File: config.mk
export PLATFORM = sky130hd
export DESIGN_NAME = control_unit
export DESIGN_NICKNAME = d
export VERILOG_FILES = /design/src/rtl/control_pkg.sv /design/src/rtl/cond_logic.sv /design/src/rtl/control_unit.sv
export SDC_FILE = /design/constraint.sdc
export NUM_CORES = 1
export LEC_CHECK = 0
export CAP_MARGIN = 25
export CELL_PAD_IN_SITES_DETAIL_PLACEMENT = 0
export CELL_PAD_IN_SITES_GLOBAL_PLACEMENT = 1
export CORE_ASPECT_RATIO = 1.1
export CORE_MARGIN = 2
export CORE_UTILIZATION = 26
export CTS_BUF_LIST = sky130_fd_sc_hd__clkbuf_4 sky130_fd_sc_hd__clkbuf_8 sky130_fd_sc_hd__clkbuf_16
export CTS_CLUSTER_DIAMETER = 30
export DETAILED_ROUTE_END_ITERATION = 10
export PLACE_DENSITY_LB_ADDON = 0.3
export SYNTH_ARGS = -nofsm -noshare
export SYNTH_HDL_FRONTEND = slang
export SYNTH_SLANG_ARGS = --single-unit
File: constraint.sdc
create_clock -name clk -period 1.99 [get_ports clk]
set_input_delay 0.199 -clock clk [delete_from_list [all_inputs] [get_ports clk]]
set_output_delay 0.199 -clock clk [all_outputs]
set_load 0.01 [all_outputs]
File: src/rtl/control_pkg.sv
// control_pkg: shared encodings for the ARM-subset control unit.
//   - ALU operation codes driven on alu_ctrl
//   - instruction op field, DP cmd field and condition field codes
//   - immediate-format (imm_src) codes
//   - main_dec_t: bundle of the raw main-decode controls
package control_pkg;

    // ALU operation select
    localparam logic [3:0] ALU_ADD = 4'b0000;
    localparam logic [3:0] ALU_SUB = 4'b0001;
    localparam logic [3:0] ALU_AND = 4'b0010;
    localparam logic [3:0] ALU_ORR = 4'b0011;
    localparam logic [3:0] ALU_EOR = 4'b0100;
    localparam logic [3:0] ALU_MOV = 4'b0101;
    localparam logic [3:0] ALU_LSL = 4'b0110;
    localparam logic [3:0] ALU_LSR = 4'b0111;
    localparam logic [3:0] ALU_ASR = 4'b1000;
    localparam logic [3:0] ALU_ROR = 4'b1001;

    // Instruction class, instr[27:26]
    localparam logic [1:0] OP_DP  = 2'b00;
    localparam logic [1:0] OP_MEM = 2'b01;
    localparam logic [1:0] OP_BR  = 2'b10;
    localparam logic [1:0] OP_NOP = 2'b11;

    // Data-processing cmd, instr[24:21]
    localparam logic [3:0] CMD_AND = 4'b0000;
    localparam logic [3:0] CMD_EOR = 4'b0001;
    localparam logic [3:0] CMD_SUB = 4'b0010;
    localparam logic [3:0] CMD_ADD = 4'b0100;
    localparam logic [3:0] CMD_CMP = 4'b1010;
    localparam logic [3:0] CMD_ORR = 4'b1100;
    localparam logic [3:0] CMD_MOV = 4'b1101;

    // Condition field, instr[31:28]
    localparam logic [3:0] COND_EQ = 4'b0000;
    localparam logic [3:0] COND_NE = 4'b0001;
    localparam logic [3:0] COND_CS = 4'b0010;
    localparam logic [3:0] COND_CC = 4'b0011;
    localparam logic [3:0] COND_MI = 4'b0100;
    localparam logic [3:0] COND_PL = 4'b0101;
    localparam logic [3:0] COND_VS = 4'b0110;
    localparam logic [3:0] COND_VC = 4'b0111;
    localparam logic [3:0] COND_HI = 4'b1000;
    localparam logic [3:0] COND_LS = 4'b1001;
    localparam logic [3:0] COND_GE = 4'b1010;
    localparam logic [3:0] COND_LT = 4'b1011;
    localparam logic [3:0] COND_GT = 4'b1100;
    localparam logic [3:0] COND_LE = 4'b1101;
    localparam logic [3:0] COND_AL = 4'b1110;

    // Immediate extension format
    localparam logic [1:0] IMM_DP  = 2'b00;
    localparam logic [1:0] IMM_MEM = 2'b01;
    localparam logic [1:0] IMM_BR  = 2'b10;

    // Raw (ungated) controls produced by the main decoder
    typedef struct packed {
        logic       reg_w;
        logic       mem_w;
        logic       branch;
        logic       mem_reg;
        logic       alu_src;
        logic [1:0] imm_src;
        logic [1:0] reg_src;
    } main_dec_t;

endpackage

File: src/rtl/cond_logic.sv
// cond_logic: NZCV flag register, condition evaluation and side-effect gating.
//   clk, rst       : clock, synchronous active-high reset (clears flags)
//   cond           : instruction condition field
//   alu_flags      : NZCV from the ALU for the current instruction
//   flag_w_nz/cv   : decoded flag-write requests for N,Z and C,V
//   reg_w, mem_w   : raw register / memory write requests
//   pc_w           : raw PC-redirect request (branch or write to R15)
//   reg_write, mem_write, pc_src : gated versions of the above
module cond_logic
    import control_pkg::*;
(
    input  logic       clk,
    input  logic       rst,
    input  logic [3:0] cond,
    input  logic [3:0] alu_flags,
    input  logic       flag_w_nz,
    input  logic       flag_w_cv,
    input  logic       reg_w,
    input  logic       mem_w,
    input  logic       pc_w,
    output logic       reg_write,
    output logic       mem_write,
    output logic       pc_src
);

    logic [3:0] flags_q, flags_d;
    logic       n, z, c, v;
    logic       cond_ex;

    assign {n, z, c, v} = flags_q;

    always_comb begin
        cond_ex = 1'b0;
        case (cond)
            COND_EQ: cond_ex = z;
            COND_NE: cond_ex = ~z;
            COND_CS: cond_ex = c;
            COND_CC: cond_ex = ~c;
            COND_MI: cond_ex = n;
            COND_PL: cond_ex = ~n;
            COND_VS: cond_ex = v;
            COND_VC: cond_ex = ~v;
            COND_HI: cond_ex = c & ~z;
            COND_LS: cond_ex = ~c | z;
            COND_GE: cond_ex = ~(n ^ v);
            COND_LT: cond_ex = n ^ v;
            COND_GT: cond_ex = ~z & ~(n ^ v);
            COND_LE: cond_ex = z | (n ^ v);
            COND_AL: cond_ex = 1'b1;
            default: cond_ex = 1'b0;
        endcase
    end

    // A failed condition suppresses the flag update along with every
    // other architectural side effect.
    always_comb begin
        flags_d = flags_q;
        if (cond_ex) begin
            if (flag_w_nz) flags_d[3:2] = alu_flags[3:2];
            if (flag_w_cv) flags_d[1:0] = alu_flags[1:0];
        end
    end

    always_ff @(posedge clk) begin
        if (rst) flags_q <= 4'b0000;
        else     flags_q <= flags_d;
    end

    assign reg_write = reg_w & cond_ex & ~rst;
    assign mem_write = mem_w & cond_ex & ~rst;
    assign pc_src    = pc_w  & cond_ex & ~rst;

endmodule

File: src/rtl/control_unit.sv
// control_unit: single-cycle ARM-subset controller.
//   clk, rst   : clock, synchronous active-high reset
//   cond, op, funct, rd, sh : instruction fields
//   alu_flags  : NZCV from the ALU
//   pc_src, reg_write, mem_write : condition-gated side effects
//   mem_reg, alu_src, imm_src, reg_src, alu_ctrl : ungated datapath selects
module control_unit
    import control_pkg::*;
(
    input  logic       clk,
    input  logic       rst,
    input  logic [3:0] cond,
    input  logic [3:0] alu_flags,
    input  logic [1:0] op,
    input  logic [5:0] funct,
    input  logic [3:0] rd,
    input  logic [1:0] sh,
    output logic       pc_src,
    output logic       reg_write,
    output logic       mem_write,
    output logic       mem_reg,
    output logic       alu_src,
    output logic [1:0] imm_src,
    output logic [1:0] reg_src,
    output logic [3:0] alu_ctrl
);

    main_dec_t  dec;
    logic [3:0] cmd;
    logic       no_wr;      // DP cmd that must not write Rd (CMP, unknown)
    logic       arith;      // DP cmd whose C/V are meaningful
    logic       is_cmp;
    logic       flag_w_nz, flag_w_cv;
    logic       reg_w;

    assign cmd = funct[4:1];

    // Main decode
    always_comb begin
        dec = '0;
        case (op)
            OP_DP: begin
                dec.reg_w   = 1'b1;
                dec.alu_src = funct[5];
                dec.imm_src = IMM_DP;
            end
            OP_MEM: begin
                dec.alu_src = 1'b1;
                dec.imm_src = IMM_MEM;
                if (funct[0]) begin
                    dec.reg_w   = 1'b1;
                    dec.mem_reg = 1'b1;
                end else begin
                    dec.mem_w   = 1'b1;
                    dec.reg_src = 2'b10;   // STR reads Rd as the store data
                end
            end
            OP_BR: begin
                dec.branch  = 1'b1;
                dec.alu_src = 1'b1;
                dec.imm_src = IMM_BR;
                dec.reg_src = 2'b01;       // branch target is PC-relative
            end
            default: dec = '0;
        endcase
    end

    // ALU decode and flag-write requests
    always_comb begin
        alu_ctrl  = ALU_ADD;
        no_wr     = 1'b0;
        arith     = 1'b0;
        is_cmp    = 1'b0;
        flag_w_nz = 1'b0;
        flag_w_cv = 1'b0;
        if (op == OP_DP) begin
            case (cmd)
                CMD_ADD: begin alu_ctrl = ALU_ADD; arith = 1'b1; end
                CMD_SUB: begin alu_ctrl = ALU_SUB; arith = 1'b1; end
                CMD_AND: alu_ctrl = ALU_AND;
                CMD_ORR: alu_ctrl = ALU_ORR;
                CMD_EOR: alu_ctrl = ALU_EOR;
                CMD_CMP: begin
                    alu_ctrl = ALU_SUB;
                    arith    = 1'b1;
                    is_cmp   = 1'b1;
                    no_wr    = 1'b1;
                end
                CMD_MOV: begin
                    // Register-form MOV is the shifter; sh picks the shift.
                    if (funct[5]) alu_ctrl = ALU_MOV;
                    else begin
                        case (sh)
                            2'b00:   alu_ctrl = ALU_LSL;
                            2'b01:   alu_ctrl = ALU_LSR;
                            2'b10:   alu_ctrl = ALU_ASR;
                            default: alu_ctrl = ALU_ROR;
                        endcase
                    end
                end
                default: begin alu_ctrl = ALU_ADD; no_wr = 1'b1; end
            endcase
            flag_w_nz = funct[0] | is_cmp;
            flag_w_cv = flag_w_nz & arith;
        end else if (op == OP_MEM) begin
            alu_ctrl = funct[3] ? ALU_ADD : ALU_SUB;   // U bit: add/sub offset
        end
    end

    assign reg_w   = dec.reg_w & ~no_wr;
    assign mem_reg = dec.mem_reg;
    assign alu_src = dec.alu_src;
    assign imm_src = dec.imm_src;
    assign reg_src = dec.reg_src;

    cond_logic u_cond_logic (
        .clk       (clk),
        .rst       (rst),
        .cond      (cond),
        .alu_flags (alu_flags),
        .flag_w_nz (flag_w_nz),
        .flag_w_cv (flag_w_cv),
        .reg_w     (reg_w),
        .mem_w     (dec.mem_w),
        .pc_w      (((rd == 4'd15) & reg_w) | dec.branch),
        .reg_write (reg_write),
        .mem_write (mem_write),
        .pc_src    (pc_src)
    );

endmodule

### Word-level counts from Yosys, hierarchy flattened

Index checks and enable logic that the tools add are counted.

* add/sub/neg operators: 0
* multiply operators: 0
* divide/modulo/power cells: 0
* magnitude comparators: 0
* eq/ne operators: 25
* shift operators: 0
* mux-type cells: 24
* bitwise operators: 23
* reduce and logical (&&, ||, !) cells: 9

Operators with widths (number)
* 4-bit equality test, second input constant: 11
* 4-bit by 3-bit equality test with 1-bit output, second input constant: 5
* 4-bit case mux with 5 select lines: 1
* 1-bit 2-to-1 mux: 15
* 1-bit case mux with 15 select lines: 1
* 4-bit by 2-bit equality test with 1-bit output, second input constant: 3
* 4-bit case mux with 3 select lines: 1
* 1-bit bitwise AND: 11
* 3-bit case mux with 3 select lines: 1
* 4-bit by 1-bit equality test with 1-bit output, second input constant: 2
* 4-bit logical NOT: 2
* 4-bit 2-to-1 mux: 2
* 1-bit inverter: 7
* 6-bit OR reduction: 1
* 2-bit by 1-bit equality test with 1-bit output, second input constant: 2
* 2-bit equality test, second input constant: 2
* 2-bit logical NOT: 2
* 1-bit OR: 4
* 2-bit case mux with 2 select lines: 1
* 2-bit AND reduction: 2
* 3-bit OR reduction: 1
* 2-bit 2-to-1 mux: 1
* 1-bit case mux with 2 select lines: 1
* 2-bit OR reduction: 1
* 1-bit XOR: 1

* register bits after elaboration: 4
* bits in latches: 0
* bits in writable memories: 0
* ROM bits: 0
* input bits: 24
* output and inout bits: 13
* memories kept: 0

### Depth between registers and ports, before layout

Gate-level depths: netlist of run 1.

* depth in word-level cells: 10
* gate-level depth with buffers: 7
* gate-level depth less buffers: 6

### Hierarchy

Synthesis of run 1 repeated with hierarchy kept, for this count alone.

* cell total of the unflattened synthesis: 99
* area, all modules: 805.8 µm²

By module, submodules not included
* cond_logic: instances 1, cells an instance 48, area an instance 434.2 µm², sequential area each 80.1 µm²
* control_unit: instances 1, cells an instance 51, area an instance 371.6 µm², sequential area each 0.0 µm²

### Least setup slack after synthesis of run 1

No wires, ideal clock.

* path kind: register -> output
* start: register u_cond_logic.flags_q[0]
* end: output port mem_write
* data arrival time: 1621 ps
* required time: 1791 ps
* path slack: 170 ps
* cell stages (with the launch flop): 6
* cells stage by stage: dfxtp_1 xor2_1 or4_1 a31oi_1 and4bb_4 nor4b_2

* cells in the longest elaborated chain, start to end: 6

Ends and longest elaborated chain
* start: declaration: line cond_logic.sv:26 `logic [3:0] flags_q, flags_d;`
* start signal: assignment: line cond_logic.sv:66 `else flags_q <= flags_d;`
* 1-bit XOR
* 1-bit inverter: line cond_logic.sv:45, cond_logic.sv:47
* 1-bit bitwise AND: line cond_logic.sv:47 `COND_GT: cond_ex = ~z & ~(n ^ v);`
* 1-bit case mux with 15 select lines (*): line cond_logic.sv:34 `case (cond)`
* 1-bit bitwise AND (*) (2 in series): line cond_logic.sv:70 `assign mem_write = mem_w & cond_ex & ~rst;`
* end: declaration: line control_unit.sv:20 `output logic mem_write,`

Mark *: on every way between the ends. The rest lies on a longest branch, timed or not.

### Worst setup path after layout of run 1

* start: register u_cond_logic.flags_q[3]
* end: output port mem_write

Same word-level chain as after synthesis.

==> flow_summary.json, run 1 <==
{
  "slew_violations": 0,
  "critPathMaxFanout": 3,
  "syn_inst": 95,
  "ys_ff_latch": 4,
  "wl_per_cell_um": 12.0,
  "cts_max_level": 1,
  "rsz0062_at_grt": "yes",
  "reg_top3": "u_cond_logic.flags_q x4",
  "tightest_slew_ps": 338,
  "portBuffers": 36,
  "clk_pin_slew_worst_paths_ps": 40,
  "finalSetupTns_ps": -589,
  "final_layout_size_suffix_gt1_share_pct": 37.6,
  "r2r_end": "u_cond_logic.flags_q[0]",
  "die_h_um": 58.7,
  "critical_path.top_delay_family": "simple AND/OR/NAND/NOR gates",
  "grt_pass1_wl_um": 3770,
  "gp_congestion": 0.835,
  "cts-root-buf": "clkbuf_4",
  "clkSinkCount": 4,
  "fin_worst_skew_ps": 0.496,
  "cts_tree": "done",
  "core_um2": 2540,
  "die_width_um": 53.7,
  "synth_area_um2": 707,
  "final_nets": 197,
  "first_pass_iters": 4,
  "yosysSeqAreaShare_pct": 11.3,
  "hpwl_um": 1860,
  "grt_pass1_vias": 991,
  "critPathBufInv": 2,
  "synth_warnings": 0,
  "yosys.area.top_type_share_pct": 11.3,
  "drtAntennaViolNets": 0,
  "grt_antenna_before_repair": 0,
  "slowest_stage": "or4_4",
  "synth_compound_area_share_pct": 21.6,
  "final_common_cell": "buf_4",
  "fin_crit_sh_pct": 113,
  "synth_top_family_by_area": "simple AND/OR/NAND/NOR gates",
  "finalCriticalPeriod_ps": 2250,
  "track_usage_pct": 15.6,
  "hold_viol": 0,
  "critPathLaunchType": "flop",
  "yosys.area_share.simple_pct": 43.7,
  "violations": "setup timing",
  "endpoint_kind": "output port",
  "synth-xor-area-share_pct": 3.72,
  "synthAdderAreaFrac_pct": 10.6,
  "setup_viol": 3,
  "grt_max_degree": 12,
  "syn_area_per_cell_um2": 7.44,
  "synth_fp_nets": 125,
  "grt-ovfl-total": 0,
  "die-area_um2": 3150,
  "critPathMaxStageDelay_ps": 430,
  "slew_headroom_pct": 77.2,
  "n_antenna_cell": 0,
  "cp.depth": 7,
  "path_class": "flop to output port",
  "crit_path_end": "mem_write",
  "worst-r2r-setup-slack_ps": 30,
  "cts_made_buffers": 3,
  "synth.area.top_cells": "dfxtp_1 (11%), ha_1 (11%), o21ai_0 (7.1%), a21oi_1 (6.4%), or2b_2 (6.2%)",
  "rows": 19,
  "ff2ff_path_depth": 11,
  "max_cap_violations": 0,
  "critical_path.startpoint": "u_cond_logic.flags_q[3]",
  "yosysTopAreaCell": "dfxtp_1",
  "layout_common_cells": "buf_4 (31), clkdlybuf4s50_1 (24), a21oi_1 (9), nor2_1 (7), o21ai_0 (7)",
  "fmax_mhz": 444,
  "largest_reg_flops": 4,
  "postCtsHoldBufs": 0,
  "arrival_ps": 2050,
  "cp.required_ps": 1790,
  "reg2reg_from": "u_cond_logic.flags_q[3]",
  "synthMuxAreaShare_pct": 4.25,
  "hold_path.class": "input port to flop",
  "power_density_nw_per_um2": 286,
  "ir_drop_mv": 0.181,
  "clk_latency_ps": 230,
  "power_leakage_nw": 0.686,
  "synth.distinct_cells": 35,
  "dr.first_iter.drc_count": 16,
  "num_io_pins": 37,
  "area_growth_pct": 102,
  "crit_chain": "xor2_1, or4_4, a31oi_4, buf_6, and4bb_4, nor4b_4, buf_2",
  "initial_utilization_pct": 27.8,
  "whs_ps": 543,
  "clock_path_buffers": 2,
  "vias": 958,
  "wirelength_um": 2350,
  "finalPower_w": 0.000409,
  "status": "finished with violations",
  "layout_setup_ws_ps": -262,
  "regMostFlops": "u_cond_logic.flags_q",
  "viasPerCell": 4.89,
  "drc_errors": 0
}
per-layer routing:
layer  wire length, um  global-route usage (%)  part of all wire (%)  vias to the layer above
li1                  -                       -                     -                      486
met4                19                    9.52                  0.81                        0
met2              1330                    28.2                    57                       28
met3               106                    1.52                   4.5                        2
met1               891                    16.9                    38                      442
met5                 0                       0                     0                        -
final cells by class:
cell class | instances | area [um^2]
Clock buffer | 3 | 22.5
Timing Repair Buffer | 69 | 601
Fill cell | 266 | 1120
Sequential cell | 4 | 82.6
Inverter | 5 | 18.8
Multi-Input combinational cell | 84 | 663
Tap cell | 31 | 38.8
cell usage after synthesis, drive strengths merged:
master / instances
nand3b: 1
nor3b: 1
a22oi: 1
or2: 1
a31oi: 3
xor2: 3
a32oi: 1
o21ai: 10
nand4bb: 1
and3: 2
buf: 2
nor4b: 1
nor3: 2
nor2b: 2
a211oi: 1
a21oi: 9
nand2: 3
dfxtp: 4
o211ai: 1
nor4: 1
or2b: 5
nand2b: 6
nand3: 6
and2: 1
and4bb: 1
o21a: 1
ha: 6
mux2i: 3
or4: 1
and3b: 2
and4: 1
inv: 5
nor2: 7
power by group:
group | total, W | internal, W | switching (W)
Clock | 0.0000991 | 0.0000674 | 0.0000318
Sequential | 0.0000827 | 0.0000819 | 0.000000806
Combinational | 0.000227 | 0.000135 | 0.0000917
worst reg2reg max path, delay by kind of cell (launching register included):
family,cells,cell delay (ps)
AOI/OAI and AO/OA,2,310
buffers and inverters,5,680
DFF,1,310
and+or+nand+nor,2,250
xor gates and xnor gates,1,160
muxes,1,170
worst min path at each step:
stage | startpoint | endpoint | cells past startpoint
floorplan | rst | u_cond_logic.flags_q[2] | 1
global placement | u_cond_logic.flags_q[1] | u_cond_logic.flags_q[1] | 2
detailed placement | u_cond_logic.flags_q[1] | u_cond_logic.flags_q[1] | 2
CTS | alu_flags[3] | u_cond_logic.flags_q[3] | 3
global route | alu_flags[3] | u_cond_logic.flags_q[3] | 3
finish | alu_flags[3] | u_cond_logic.flags_q[3] | 3
kinds of logic after synthesis:
family                     Yosys count
DFF                                  4
AOI/OAI and AO/OA                   27
muxes                                3
adders and majority gates            6
and+or+nand+nor                     45
xor gates and xnor gates             3
buffers and inverters                7
through the flow:
step | worst slack, ps | area (um^2) | cells | util [%]
final | -262 | 1430 | 196 | 56.1
after CTS | -333 | 1340 | 194 | 52.7
after floorplan | 170 | 707 | 95 | -
after global routing | -330 | 1430 | 196 | 56.1
after global placement | -560 | 1290 | 186 | 50.6
after detailed placement | -627 | 1290 | 186 | 50.6
repair_timing:
action / CTS / global route
pin swaps: 5 / 5
endpoints found under the setup margin: 8 / 10
endpoints found under the hold margin: 0 / 0
setup buffers: 5 / 2
resized for setup: 23 / 18
No activity file was read; power rests on OpenSTA's default activity.
==> run 2, diff against run 1 <==
- GPL_ROUTABILITY_DRIVEN: unset -> 0
- MAX_ROUTING_LAYER: unset -> met4
==> run 2 against run 1 <==
  * Highest routed layer unchanged
  * Clock skew about the same
  * Largest cell class unchanged
  * Clock power about the same
  * Hold slack barely moved
  * The run still ends with setup timing left
  * Critical path depth is the same
  * Register-to-register slack is essentially flat
  * Cell count unchanged
  * Clock-buffer cell count is the same
  * Critical endpoint unchanged
  * Die area unchanged
  * Setup slack barely moved
==> flow_summary.json, run 2 (synthesis results as in run 1) <==
{
  "violations": "setup timing",
  "finalSetupTns_ps": -588,
  "regMostFlops": "u_cond_logic.flags_q",
  "worst-r2r-setup-slack_ps": 30,
  "arrival_ps": 2050,
  "cts_made_buffers": 3,
  "finalCriticalPeriod_ps": 2250,
  "hold-path-endpoint": "u_cond_logic.flags_q[3]",
  "grt_max_degree": 12,
  "area_growth_pct": 102,
  "status": "finished with violations",
  "clkPwrFrac_pct": 24.2,
  "setup_viol": 3,
  "die-area_um2": 3150,
  "final_nets": 197,
  "drtAntennaViolNets": 0,
  "p_sw_w": 0.000124,
  "grt_pass1_vias": 991,
  "portBuffers": 36,
  "min_path_cells": 3,
  "critPathLaunchType": "flop",
  "power_leakage_nw": 0.686,
  "pwr-share-seq_pct": 20.2,
  "max_cap_violations": 0,
  "cp.required_ps": 1790,
  "final_layout_size_suffix_gt1_share_pct": 37.6,
  "viasPerCell": 4.89,
  "path_class": "flop to output port",
  "critPathMaxStageDelay_ps": 430,
  "largest_reg_flops": 4,
  "fin_util_pct": 56.1,
  "grt-ovfl-total": 0,
  "placed_cells": 186,
  "die_width_um": 53.7,
  "netSwitchingFraction_pct": 30.4,
  "cts-root-buf": "clkbuf_4",
  "slowest_stage": "or4_4",
  "dr.first_iter.drc_count": 11,
  "wirelength_um": 2360,
  "power_density_nw_per_um2": 287,
  "grt_pass1_wl_um": 3770,
  "track_usage_pct": 16.1,
  "hpwl_um": 1860,
  "first_pass_iters": 4,
  "slew_headroom_pct": 77.2,
  "hold_viol": 0,
  "reg_top3": "u_cond_logic.flags_q x4",
  "layout_setup_ws_ps": -262,
  "clock_path_buffers": 2,
  "cts_tree": "done",
  "endpoint_kind": "output port",
  "finalNonFillerCells": 196,
  "fin_crit_sh_pct": 113,
  "whs_ps": 543,
  "n_antenna_cell": 0,
  "tightest_slew_ps": 338,
  "cts_max_level": 1,
  "fmax_mhz": 444,
  "final_common_cell": "buf_4",
  "pre_cts_slack_ps": -627,
  "slew_violations": 0,
  "layout_common_cells": "buf_4 (31), clkdlybuf4s50_1 (24), a21oi_1 (9), nor2_1 (7), o21ai_0 (7)",
  "initial_utilization_pct": 27.8,
  "ff2ff_path_depth": 11,
  "reg2reg_from": "u_cond_logic.flags_q[3]",
  "hp-start": "alu_flags[3]",
  "hold_path.class": "input port to flop",
  "intPower_w": 0.000284,
  "clk_pin_slew_worst_paths_ps": 40,
  "ir_drop_mv": 0.181,
  "drc_errors": 0,
  "num_io_pins": 37,
  "vias": 958,
  "critPathMaxFanout": 3,
  "rsz0062_at_grt": "yes",
  "crit_chain": "xor2_1, or4_4, a31oi_4, buf_6, and4bb_4, nor4b_4, buf_2",
  "clkSinkCount": 4,
  "r2r_end": "u_cond_logic.flags_q[0]",
  "clk_latency_ps": 230,
  "rows": 19,
  "wl_per_cell_um": 12.0,
  "die_h_um": 58.7,
  "comb_power_share_pct": 55.5,
  "core_um2": 2540,
  "fin_worst_skew_ps": 0.495,
  "grt_antenna_before_repair": 0
}
run 2: worst max path at each step:
stage / from / to / slack [ps] / cells after the start
final: u_cond_logic.flags_q[3] / mem_write / -260 / 7
after global routing: u_cond_logic.flags_q[3] / mem_write / -330 / 7
after CTS: u_cond_logic.flags_q[0] / mem_write / -330 / 7
after floorplan: u_cond_logic.flags_q[0] / mem_write / 170 / 5
after global placement: cond[2] / mem_write / -560 / 7
after detailed placement: cond[2] / mem_write / -630 / 7
run 2: timing repair:
action                     CTS  global route
pin swaps                    5             5
buffers inserted             5             2
setup endpoints to repair    8            10
resized for setup           23            18
cloned                       0             0
hold buffers                 0             0
run 2: per-stage QoR:
stage / area (um^2) / power [W]
final: 1430 / 0.000409
after global routing: 1430 / 0.000438
after CTS: 1340 / 0.000396
after detailed placement: 1290 / 0.000286
after global placement: 1290 / 0.000282
after floorplan: 707 / 0.000158
run 2: critical path: cells and delay by family (launching register included):
family	cells	cell delay, ps
buffers and inverters	2	280
AOI/OAI and AO/OA	1	210
and+or+nand+nor	3	840
xor gates and xnor gates	1	160
DFF	1	310
run 2: power groups by stage:
stage	Combinational [W]	Sequential (W)	Clock, W
finish	0.000227	0.0000827	0.0000991
global route	0.000246	0.0000828	0.000110
CTS	0.000211	0.0000826	0.000102
detailed placement	0.000202	0.0000838	0
global placement	0.000198	0.0000838	0
floorplan	0.0000736	0.0000841	0
run 2: final cells by class:
type | count | area [um^2]
sequential | 4 | 82.6
timing repair buffer | 69 | 601
multi-input combinational | 84 | 663
tap | 31 | 38.8
clock buffer | 3 | 22.5
fill | 266 | 1120
inverter | 5 | 18.8
run 2: routing by layer:
metal  up-vias  share of wire, %  global-route usage [%]
met5         -                 0                       -
met3         2               4.0                    1.02
met2        28                56                    28.2
li1        486                 -                       -
met1       442                39                    17.2
met4         0              0.81                    9.52
==> RTL change 1 (settings of run 2) <==
Register the inputs `cond`, `alu_flags`, `op`, `funct`, `rd` and `sh` before use. The logic sees them one clock later.
--- a/src/rtl/control_unit.sv
+++ b/src/rtl/control_unit.sv
@@ -27,2 +27,18 @@
 
+    logic [3:0] cond_q;
+    logic [3:0] alu_flags_q;
+    logic [1:0] op_q;
+    logic [5:0] funct_q;
+    logic [3:0] rd_q;
+    logic [1:0] sh_q;
+
+    always_ff @(posedge clk) begin
+        cond_q      <= cond;
+        alu_flags_q <= alu_flags;
+        op_q        <= op;
+        funct_q     <= funct;
+        rd_q        <= rd;
+        sh_q        <= sh;
+    end
+
     main_dec_t  dec;
@@ -35,3 +51,3 @@
 
-    assign cmd = funct[4:1];
+    assign cmd = funct_q[4:1];
 
@@ -40,6 +56,6 @@
         dec = '0;
-        case (op)
+        case (op_q)
             OP_DP: begin
                 dec.reg_w   = 1'b1;
-                dec.alu_src = funct[5];
+                dec.alu_src = funct_q[5];
                 dec.imm_src = IMM_DP;
@@ -49,3 +65,3 @@
                 dec.imm_src = IMM_MEM;
-                if (funct[0]) begin
+                if (funct_q[0]) begin
                     dec.reg_w   = 1'b1;
@@ -75,3 +91,3 @@
         flag_w_cv = 1'b0;
-        if (op == OP_DP) begin
+        if (op_q == OP_DP) begin
             case (cmd)
@@ -90,5 +106,5 @@
                     // Register-form MOV is the shifter; sh picks the shift.
-                    if (funct[5]) alu_ctrl = ALU_MOV;
+                    if (funct_q[5]) alu_ctrl = ALU_MOV;
                     else begin
-                        case (sh)
+                        case (sh_q)
                             2'b00:   alu_ctrl = ALU_LSL;
@@ -102,6 +118,6 @@
             endcase
-            flag_w_nz = funct[0] | is_cmp;
+            flag_w_nz = funct_q[0] | is_cmp;
             flag_w_cv = flag_w_nz & arith;
-        end else if (op == OP_MEM) begin
-            alu_ctrl = funct[3] ? ALU_ADD : ALU_SUB;   // U bit: add/sub offset
+        end else if (op_q == OP_MEM) begin
+            alu_ctrl = funct_q[3] ? ALU_ADD : ALU_SUB;   // U bit: add/sub offset
         end
@@ -118,4 +134,4 @@
         .rst       (rst),
-        .cond      (cond),
-        .alu_flags (alu_flags),
+        .cond      (cond_q),
+        .alu_flags (alu_flags_q),
         .flag_w_nz (flag_w_nz),
@@ -124,3 +140,3 @@
         .mem_w     (dec.mem_w),
-        .pc_w      (((rd == 4'd15) & reg_w) | dec.branch),
+        .pc_w      (((rd_q == 4'd15) & reg_w) | dec.branch),
         .reg_write (reg_write),
Behaviour: not the same (a bounded check fails within 4 cycles, from zero or initial values and one cycle with rst high).
==> RTL change 1 against run 2 <==
Routed wire length increased by 12%. First-iteration DRC count rose by 150%. Worst setup slack improved by 61 ps. Non-clock buffer count shrank 11. Clock skew rose by 3.0 ps. Synthesized area increased by 73%. Critical endpoint unchanged. Largest cell class unchanged. Sequential cell count rose by 22. The run still ends with setup timing left. Final area rose by 32%. Largest power group is now registers. Power increased to 2.6 times the old value.
==> RTL change 1: results <==
group,metric,value,unit
outcome,result_of_the_run,"finished with violations",
outcome,failed_checks,"setup timing",
clock_network,max-clock-path-buffers,2,
sta,tightestPinTransition,353.2,ps
layout,antenna_cells,0,
routing,wl_met2,1220,um
logic_synthesis,synth.top_cells.by_area,"sky130_fd_sc_hd__dfxtp_1, sky130_fd_sc_hd__mux2i_1, sky130_fd_sc_hd__ha_1",
sta,skew,3.536,ps
routing,drt-met1-wl,1239,um
logic_synthesis,synth_area_in_compound_gates,11.84,%
worst_setup_path,critPathArrivalTime,1990,ps
clock_network,cts_inserted_buffers,3,
power,vdd_drop_max,0.0003315,V
sta,setup_total_negative_slack,-478.6,ps
clock_network,cts_resized,27,
routing,postRouteWirelength,2637,um
logic_synthesis,synth.net_count,152,
clock_network,worst_setup_hold_path_clk_slew,80,ps
routing,met3_wirelength,118,um
clock_network,root_buffer,"sky130_fd_sc_hd__clkbuf_8",
grt,grt.total_usage,11.04,%
routing,detail-route-antenna-nets,0,
routing,top_layer_used,"met4",
logic_synthesis,yosys-top-cells-count,"sky130_fd_sc_hd__dfxtp_1, sky130_fd_sc_hd__nand2b_1, sky130_fd_sc_hd__mux2i_1",
layout,final_layout_size_suffix_gt1_share,29.55,%
logic_synthesis,yosysSeqAreaShare,42.45,%
grt,maximum_number_of_pins_on_one_net_before_global_route_repair,14,
grt,grt_pass1_wl,4685,um
sta,worst_slack,-201.1,ps
logic_synthesis,yosys.area_share.adder,6.122,%
power,leakagePower,0.8027,nW
clock_network,cts_post_setup_buffers_inserted,1,
grt,grt_antenna_before_repair,0,
logic_synthesis,synthArstFlopShare,0,%
grt,grt_use_met3,2.513,%
clock_network,worst_skew_pair.late_latency,270,ps
worst_setup_path,crit_path_start,"cond_q[2]",
logic_synthesis,muxShareOfSynthArea,6.531,%
hold_path,holdCritStartpoint,"op[0]",
grt,global_route_met1_utilization,13.72,%
routing,drtPass1Iterations,4,
layout,largest_register_ff_count,6,
routing,route.vias.total,1058,
grt,grtUsageMet2,17.50,%
sta,setup_viol,3,
place,dpl.hpwl,2053,um
layout,regMostFlops,"funct_q",
logic_synthesis,distinct_cell_type_count_of_the_synthesized_netlist,44,
logic_synthesis,xor_xnor_portion_of_the_synthesized_cell_area,0.7143,%
layout,finish.net_count,208,
routing,detail_route.iter0.violations,27,
[RTL change 1: area by class of cell]
| class | count | area [um2] |
|---|---|---|
| inverters | 4 | 15.01 |
| well taps | 56 | 70.07 |
| repair buffers | 58 | 515.5 |
| multi-input cells | 85 | 714.4 |
| flip-flops and latches | 26 | 526.8 |
| fillers | 439 | 2704 |
| clock buffers | 3 | 41.29 |
[RTL change 1: report_power, final]
| part | total [mW] | internal (mW) | leakage, nW | switching (mW) |
|---|---|---|---|---|
| Clock | 0.289 | 0.136 | 0.0216 | 0.154 |
| Combinational | 0.194 | 0.120 | 0.563 | 0.0736 |
| Sequential | 0.564 | 0.546 | 0.218 | 0.0179 |
| Total | 1.05 | 0.802 | 0.803 | 0.245 |
[RTL change 1: final timing paths]
kind	end	slack, ps	cells after the start
setup / recovery	mem_write	-200	6
hold / removal	op_q[0]	360	1
setup reg to reg	u_cond_logic.flags_q[2]	50	8
hold reg to reg	u_cond_logic.flags_q[3]	450	2
[RTL change 1: worst max-delay path, cell delays in order, from the launching register on]
cell	delay (ps)
sky130_fd_sc_hd__dfxtp_2	330
sky130_fd_sc_hd__and2_4	150
sky130_fd_sc_hd__or4b_4	490
sky130_fd_sc_hd__a311oi_4	290
sky130_fd_sc_hd__nor3_4	80
sky130_fd_sc_hd__nor4b_2	220
sky130_fd_sc_hd__buf_2	170
[RTL change 1: per-stage QoR]
stage | hold slack (ps) | std cells | worst slack [ps] | area [um2]
finish | 360.0 | 232 | -201.1 | 1883
global route | 348.1 | 232 | -284.2 | 1883
CTS | 362.2 | 232 | -225.9 | 1847
detailed placement | 444.3 | 228 | -425.4 | 1772
global placement | 445.1 | 228 | -408.1 | 1772
floorplan | 226.7 | 122 | 107.0 | 1226
==> RTL change 2 (settings of run 2) <==
Without the edit above. Make the reset (`rst`) asynchronous in one clocked block. Comments in the files are not updated.
--- a/src/rtl/cond_logic.sv
+++ b/src/rtl/cond_logic.sv
@@ -63,3 +63,3 @@
 
-    always_ff @(posedge clk) begin
+    always_ff @(posedge clk or posedge rst) begin
         if (rst) flags_q <= 4'b0000;
Behaviour: same outputs for any inputs over 10 cycles, from zero or initial values and one cycle with rst high; that may be too few to reach the edited logic, so the function may still have changed.
==> RTL change 2 against run 2 <==
The run still ends with setup timing left. Via count fell by 9.8%. Count of clock-buffer cells in the layout did not move. Worst setup slack improved by 33 ps. Synthesized area fell by 6.0%. Final area fell by 9.2%. Sequential cell count did not move. Worst hold slack got worse by 340 ps. Power rose by 51%. Routed wire length fell by 12%.
==> RTL change 2: results <==
group,metric,value,unit
routing,detail_route.iter0.violations,12,
worst_setup_path,worst-path-max-fanout,3,
sta,setup_total_negative_slack,-847.7,ps
worst_setup_path,timing.reg2reg.worst_path_depth,6,
worst_setup_path,critPathTopFamily,"simple AND/OR/NAND/NOR gates",
place,placed_cells_incl_taps,177,
sta,skew,2.296,ps
grt,grt_pass1_wl,3525,um
grt,grtUsageMet2,27.31,%
logic_synthesis,synth.top_cells.by_area,"sky130_fd_sc_hd__dfrtp_1, sky130_fd_sc_hd__ha_1, sky130_fd_sc_hd__o21ai_0",
layout,flow.area_growth_from_synthesis,94.92,%
grt,grt.total_usage,15.58,%
outcome,failed_checks,"setup timing",
outcome,result_of_the_run,"finished with violations",
sta,setup_viol,7,
layout,final_layout_size_suffix_gt1_share,29.14,%
worst_setup_path,worstReg2RegStart,"u_cond_logic.flags_q[2]",
clock_network,clock_tree.htree_level_count,1,
power,leakagePower,0.6095,nW
logic_synthesis,distinct_cell_type_count_of_the_synthesized_netlist,32,
clock_network,cts_post_setup_buffers_inserted,1,
worst_setup_path,setup.reg_to_reg.worst_slack,-80,ps
place,placedInstanceArea,1229,um2
place,dpl.hpwl,1695,um
grt,grt_use_met3,2.618,%
layout,finish.net_count,183,
routing,drt-met1-wl,875,um
place,dp_slack,-812.5,ps
logic_synthesis,postSynthAreaPerCell,7.465,um2
worst_setup_path,critPathArrivalTime,2020,ps
logic_synthesis,yosys-top-cells-count,"sky130_fd_sc_hd__o21ai_0, sky130_fd_sc_hd__a21oi_1, sky130_fd_sc_hd__ha_1, sky130_fd_sc_hd__inv_1",
clock_network,cts_inserted_buffers,3,
grt,global_route_met1_utilization,18.05,%
routing,postRouteWirelength,2072,um
routing,met3_wirelength,93,um
logic_synthesis,synthArstFlopShare,100.0,%
routing,wl_met2,1089,um
logic_synthesis,synth_top_flop_cell,"sky130_fd_sc_hd__dfrtp_1",
worst_setup_path,crit_path_max_incr_delay,490,ps
logic_synthesis,yosysSeqAreaShare,15.07,%
grt,via_count_of_the_first_global_routing_pass,883,
power,vdd_drop_max,0.0003861,V
routing,drtPass1Iterations,4,
clock_network,cts_resized,26,
routing,avgViaCountPerCell,4.747,
sta,final.hold.worst_slack,202.6,ps
logic_synthesis,yosysWarningCount,0,
logic_synthesis,synth.net_count,119,
sta,worst_slack,-228.4,ps
worst_setup_path,critPathSlowestCell,"sky130_fd_sc_hd__or4_1",
worst_setup_path,timing.rr.end,"u_cond_logic.flags_q[1]",
hold_path,hold_class,"input pin to async pin",
layout,antenna_cells,0,
routing,avg_wl_per_cell,11.38,um
sta,tightestPinTransition,291.9,ps
grt,maximum_number_of_pins_on_one_net_before_global_route_repair,8,
layout,fillerInstances,255,
RTL change 2: cell count changes in the layout (fill, tap and decap cells not counted), moves of 3 or more:
cell and delta:
sky130_fd_sc_hd__dlymetal6s2s_1 -3, sky130_fd_sc_hd__dfrtp_1 +4, sky130_fd_sc_hd__nor3b_1 +3, sky130_fd_sc_hd__nand2_1 +3, sky130_fd_sc_hd__nor2_1 -4, sky130_fd_sc_hd__a21oi_1 -4
sky130_fd_sc_hd__o21ai_1 -3, sky130_fd_sc_hd__mux2i_1 -3, sky130_fd_sc_hd__buf_4 -6, sky130_fd_sc_hd__or2b_2 -5, sky130_fd_sc_hd__nand2b_1 -3
RTL change 2: cells by family after synthesis:
family | after synthesis | synth area share (%)
DFF | 4 | 15.07
xor gates and xnor gates | 3 | 3.956
adders and majority gates | 6 | 11.30
muxes | 4 | 6.779
buffers and inverters | 10 | 6.215
and+or+nand+nor | 35 | 31.08
AOI/OAI and AO/OA | 27 | 25.61
RTL change 2: power breakdown:
group	leakage, nW	switching [mW]	internal (mW)
Sequential	0.0500	0.0204	0.110
Combinational	0.546	0.163	0.224
Clock	0.0138	0.0331	0.0674
RTL change 2: how the worst max path moves through the flow:
stage	from	end	slack [ps]
6_report	u_cond_logic.flags_q[2]	mem_write	-230
2_1_floorplan	u_cond_logic.flags_q[3]	u_cond_logic.flags_q[0]	30
3_5_place_dp	cond[3]	reg_write	-810
4_1_cts	u_cond_logic.flags_q[3]	mem_write	-280
3_3_place_gp	cond[3]	mem_write	-790
5_1_grt	u_cond_logic.flags_q[2]	mem_write	-330
RTL change 2: final cells by class:
class	count	area share, %
Clock buffer	3	1.739
Inverter	7	2.029
Multi-Input combinational cell	75	43.38
Sequential cell	4	7.729
Tap cell	31	2.995
Timing Repair Buffer	62	42.13
